### src/rtl/int_collect_pkg.sv
// Shared types and sizing for the interrupt collector and its event counters.
package int_collect_pkg;

  localparam int unsigned CH_NUM_DEF = 8;
  localparam int unsigned CNT_W_DEF  = 16;
  localparam int unsigned SEL_W      = 5;
  localparam int unsigned HOLD_W     = 8;

  typedef enum logic [1:0] {
    IDLE   = 2'd0,
    ACTIVE = 2'd1,
    HOLD   = 2'd2
  } state_e;

endpackage

### src/rtl/int_event_cnt.sv
// Saturating per-channel event counter, cleared by a read; a same-cycle
// increment survives the clear so no event is lost.
module int_event_cnt
  import int_collect_pkg::*;
#(
  parameter int unsigned CNT_W = CNT_W_DEF
) (
  input  logic             clk,
  input  logic             rst_n,
  input  logic             inc,
  input  logic             rd_clr,
  output logic [CNT_W-1:0] cnt
);

  logic [CNT_W-1:0] r_cnt;

  always_ff @(posedge clk) begin
    if (!rst_n) begin
      r_cnt <= '0;
    end else if (rd_clr) begin
      r_cnt <= CNT_W'(inc);
    end else if (inc && !(&r_cnt)) begin
      r_cnt <= r_cnt + CNT_W'(1);
    end
  end

  assign cnt = r_cnt;

endmodule

### src/rtl/int_collect.sv
// Interrupt collector: sticky status, masked level irq with ms hold-off.
// Per-channel event counters exist only when INT_COLLECT_CNT_EN is defined.
module int_collect
  import int_collect_pkg::*;
#(
  parameter int          U_DLY  = 1,
  parameter int unsigned CH_NUM = CH_NUM_DEF,
  parameter int unsigned CNT_W  = CNT_W_DEF
) (
  input  logic              clk,
  input  logic              rst_n,
  input  logic [CH_NUM-1:0] into,
  input  logic              ms_pulse,
  input  logic [CH_NUM-1:0] int_mask,
  input  logic [HOLD_W-1:0] holdoff_ms,
  input  logic              clr_req,
  input  logic [CH_NUM-1:0] clr_mask,
  output logic              clr_ack,
  output logic [CH_NUM-1:0] int_status,
  output logic              irq,
  input  logic              cnt_rd,
  input  logic [SEL_W-1:0]  cnt_sel,
  output logic [CNT_W-1:0]  cnt_data,
  output logic              cnt_vld
);

  if (CH_NUM < 1 || CH_NUM > 32) begin : g_bad_ch
    $error("int_collect: CH_NUM must be 1..32");
  end
  if (U_DLY < 0) begin : g_bad_dly
    $error("int_collect: U_DLY must be non-negative");
  end

  logic [CH_NUM-1:0] r_status;
  logic              r_clr_ack;
  logic              w_pending;
  logic [CH_NUM-1:0] w_clr_bits;
  state_e            r_state;
  logic              r_irq;
  logic [HOLD_W-1:0] r_hold_cnt;
  logic [CNT_W-1:0]  r_cnt_data;
  logic              r_cnt_vld;
  logic [CNT_W-1:0]  w_rd_val;

  // Set has priority over clear, so an event coinciding with its clear is kept.
  assign w_clr_bits = clr_req ? clr_mask : '0;
  assign w_pending  = |(r_status & ~int_mask);

  always_ff @(posedge clk) begin
    if (!rst_n) begin
      r_status  <= '0;
      r_clr_ack <= 1'b0;
    end else begin
      r_status  <= (r_status & ~w_clr_bits) | into;
      r_clr_ack <= clr_req;
    end
  end

  // irq is asserted exactly while in ACTIVE; HOLD enforces the quiet period.
  always_ff @(posedge clk) begin
    if (!rst_n) begin
      r_state    <= IDLE;
      r_irq      <= 1'b0;
      r_hold_cnt <= '0;
    end else begin
      case (r_state)
        IDLE: begin
          if (w_pending) begin
            r_state <= ACTIVE;
            r_irq   <= 1'b1;
          end
        end
        ACTIVE: begin
          if (!w_pending) begin
            r_state    <= HOLD;
            r_irq      <= 1'b0;
            r_hold_cnt <= '0;
          end
        end
        HOLD: begin
          if (r_hold_cnt >= holdoff_ms) begin
            r_state <= IDLE;
          end else if (ms_pulse) begin
            r_hold_cnt <= r_hold_cnt + HOLD_W'(1);
          end
        end
        default: begin
          r_state <= IDLE;
          r_irq   <= 1'b0;
        end
      endcase
    end
  end

`ifdef INT_COLLECT_CNT_EN
  logic [CNT_W-1:0] w_cnt [CH_NUM];

  for (genvar gi = 0; gi < CH_NUM; gi++) begin : g_cnt
    int_event_cnt #(
      .CNT_W(CNT_W)
    ) u_cnt (
      .clk   (clk),
      .rst_n (rst_n),
      .inc   (into[gi]),
      .rd_clr(cnt_rd && (cnt_sel == SEL_W'(gi))),
      .cnt   (w_cnt[gi])
    );
  end

  // Out-of-range selects match no channel and read back 0.
  always_comb begin
    w_rd_val = '0;
    for (int unsigned i = 0; i < CH_NUM; i++) begin
      if (cnt_sel == SEL_W'(i)) w_rd_val = w_cnt[i];
    end
  end
`else
  logic w_unused_sel;
  assign w_unused_sel = ^cnt_sel;
  assign w_rd_val     = '0;
`endif

  always_ff @(posedge clk) begin
    if (!rst_n) begin
      r_cnt_vld  <= 1'b0;
      r_cnt_data <= '0;
    end else begin
      r_cnt_vld <= cnt_rd;
      if (cnt_rd) r_cnt_data <= w_rd_val;
    end
  end

  assign clr_ack    = r_clr_ack;
  assign int_status = r_status;
  assign irq        = r_irq;
  assign cnt_data   = r_cnt_data;
  assign cnt_vld    = r_cnt_vld;

endmodule

### config.mk
export PLATFORM = sky130hd
export DESIGN_NAME = int_collect
export DESIGN_NICKNAME = d
export VERILOG_FILES = /design/src/rtl/int_collect_pkg.sv /design/src/rtl/int_event_cnt.sv /design/src/rtl/int_collect.sv
export SDC_FILE = /design/constraint.sdc
export NUM_CORES = 1
export LEC_CHECK = 0
export BUFFER_PORTS_ARGS = -buffer_cell sky130_fd_sc_hd__buf_4
export CORE_ASPECT_RATIO = 1.1
export CORE_MARGIN = 1.5
export CORE_UTILIZATION = 44
export CTS_CLUSTER_DIAMETER = 30
export CTS_CLUSTER_SIZE = 12
export DETAILED_ROUTE_END_ITERATION = 7
export PLACE_DENSITY = 0.79
export SYNTH_ARGS = -nofsm -noshare
export SYNTH_HDL_FRONTEND = slang
export SYNTH_SLANG_ARGS = --single-unit
### constraint.sdc
create_clock -name clk -period 2.6 [get_ports clk]
set_clock_uncertainty 0.1 [all_clocks]
set_input_delay 0.13 -clock clk [delete_from_list [all_inputs] [get_ports clk]]
set_output_delay 0.13 -clock clk [all_outputs]
set_load 0.01 [all_outputs]
==> impl_metrics.ini <==
[layout]
final_area_sq_um = 1740
fin_util = 0.628
drive_above_1_share = 0.290
instances_no_fill = 240
diodes = 0
area_delta_synth_final_pct = 35.7
layout.nets = 259

[placed_design]
hpwl_mm = 2.23
dpl_cell_area_sq_um = 1610
gp_congestion = 0.832
io_buffers = 47
dp_cells = 225

[floorplanning]
fp-row-count = 20
die_x_microns = 54.5
coreArea_sq_um = 2780
die_h_microns = 59.7
ioPinCount = 69
start_util = 0.463
die_area_sq_um = 3250

[worst_setup_path]
worstSetupPathType = flip-flop to flip-flop
reg2reg_slack_ns = 0.28
cp_max_fo = 8
rr_worst_depth = 6
cp_slowest_cell = a221oi_4
max_stage_delay_ns = 0.43
required_ns = 2.73
arrival_ns = 2.46
path_depth = 6
start_kind = flip-flop
r2r_start = r_hold_cnt[2]
endpoint_kind = flip-flop
path_cells = ha_1 -> a211oi_1 -> o21ai_1 -> a211o_1 -> a221oi_4 -> mux2i_1
path_buf_inv = 0
r2r-end = r_hold_cnt[1]
cp_top_family = compound AO/OA/AOI/OAI gates

[sta]
setup_tns_ns = 0
rsz0062_at_grt = no
final.period_utilization = 0.893
slew_headroom = 0.661
fmax_mhz = 431
finalMaxSlewViolations = 0
setup-violations-final = 0
hold_violations = 0
fin_crit_ns = 2.32
tightestPinTransition_ns = 0.508

[synth]
synth_ff_type = dfxtp_1
yosys_warnings = 0
seq_area_frac_synth = 0.327
synthArstFlopShare = 0
syn_inst = 148
synthesis.area_sq_um = 1280
synth.avg_cell_area_sq_um = 8.68
yosysUniqueCellTypes = 31
synth-seq-cells = 21
synth_edf_count = 0

[routing]
drc = 0
highest_layer = met4
ant_nets = 0
drt_first_iter_violations = 19
met2_length_mm = 1.49
met3_length_microns = 186
wl_met1_mm = 1.25
vias = 1203
drt_pass1_iterations = 4
wl_per_cell_microns = 12.4
vias_per_cell = 5.01
routed_wl_mm = 2.97

[global_routing]
grt_pass1_vias = 1196
grt_first_pass_wirelength_mm = 4.79
grt_usage = 0.199
globalRouteOverflowTotal = 0
grt_max_degree = 17
antenna_found_initial = 0

[clock_tree]
postCtsSetupBuffers = 0
clock-root-buffer = clkbuf_4
cts_buffers = 3
worstSkewPairLatency_ns = 0.30
cts_tree = built
clock-sinks = 21
clockBufferDepth = 2
clk_pin_slew_ns = 0.11
h-tree-depth = 1

[min_path]
min_from = clr_req
whs_endpoint = clr_ack
hold_class = input pin to flip-flop
holdPathStages = 2

[power]
power_uw = 689
ir_drop_uv = 288
p_leak_uw = 0.000842
p_per_area_nw_per_um2 = 395

[job]
cap_violations = 0

[outcome]
status = finished, final reports clean
==> cells by family (layout without fill, tap and decap cells) <==
kind of cell             count (synthesis)  count (layout)  synth area share
AND/OR/NAND/NOR                         48              48             0.194
AO/OA/AOI/OAI                           38              38             0.246
buffers and inverters                   30              74             0.134
flip-flops                              21              21             0.327
adder cells (fa/ha/maj)                  9               9            0.0876
other                                    1              16           0.00292
multiplexers                             1               1           0.00779
==> registers in the layout, summed over array words and instances, names as in the netlist <==
| name | flops |
|---|---|
| clr_ack | 1 |
| irq | 1 |
| r_hold_cnt | 8 |
| r_state | 2 |
| int_status | 8 |
| cnt_vld | 1 |
==> cell usage after synthesis, types with 2 or more instances <==
cell type / instances / area [sq um]
ha_1: 9 / 113
buf_4: 16 / 120
and2_1: 3 / 18.8
nand2_1: 15 / 56.3
dfxtp_1: 21 / 420
or2b_1: 4 / 30.0
a211oi_1: 2 / 15.0
inv_1: 11 / 41.3
a311oi_1: 6 / 52.6
nor2b_1: 7 / 43.8
a21oi_1: 17 / 85.1
a41oi_1: 2 / 17.5
nand3_1: 3 / 15.0
and3_1: 3 / 18.8
nor2_1: 10 / 37.5
a2111oi_2: 2 / 30.0
o21ai_1: 2 / 10.0
clkbuf_1: 2 / 7.51
==> layout by cell type (no fill, tap or decap), types with 7 or more instances in the layout <==
master	Yosys	routed
buf_4	16	47
dfxtp_1	21	21
a21oi_1	17	17
conb_1	1	16
nand2_1	15	15
inv_1	11	11
dlygate4sd3_1	0	11
nor2_1	10	10
ha_1	9	9
nor2b_1	7	7
==> metrics by stage <==
| step | hold WS [ns] | setup slack, ns |
|---|---|---|
| after floorplan | 0.147 | 0.572 |
| after global placement | 0.233 | 0.417 |
| after detailed placement | 0.241 | 0.296 |
| after CTS | 0.00969 | 0.284 |
| after global routing | 0.0145 | 0.137 |
| final | 0.0210 | 0.278 |
==> how the worst max path moves through the flow <==
stage	start	to	slack, ns
6_report	r_hold_cnt[2]	r_hold_cnt[1]	0.28
5_1_grt	r_hold_cnt[2]	r_hold_cnt[1]	0.14
4_1_cts	r_hold_cnt[2]	r_hold_cnt[1]	0.28
3_5_place_dp	r_hold_cnt[2]	r_hold_cnt[5]	0.30
3_3_place_gp	r_hold_cnt[2]	r_hold_cnt[3]	0.42
2_1_floorplan	r_hold_cnt[2]	r_hold_cnt[2]	0.57
==> worst reg2reg max path, delay by kind of cell, from the launching register on <==
family	cells	cell delay (ns)
AOI/OAI and AO/OA	4	1.24
DFF	1	0.42
adders and majority gates	1	0.28
muxes	1	0.23
==> final cells by class <==
type                       count  area (sq um)
fill                         215          1030
multi-input combinational    112           748
timing repair buffer          58           463
sequential                    21           420
inverter                      12          45.0
tap                           33          41.3
clock buffer                   4          26.3
==> layer usage <==
metal  up-vias  track usage
met5         -            0
met4         0        0.107
met1       545        0.225
met3         6       0.0325
met2        51        0.349
li1        601            -
==> power breakdown <==
group	total (uW)	internal (uW)	leakage [uW]	switching, uW
clock network	157	59.8	0.0000150	97.1
registers	351	338	0.000173	13.2
logic	181	96.4	0.000654	85.0
total	689	494	0.000842	195
==> timing repair <==
action,CTS,global route
endpoints found under the hold margin,11,0
setup endpoints to repair,0,0
resized for setup,0,0
hold buffers,11,0
Note: power is estimated with default switching activity, not from simulation.
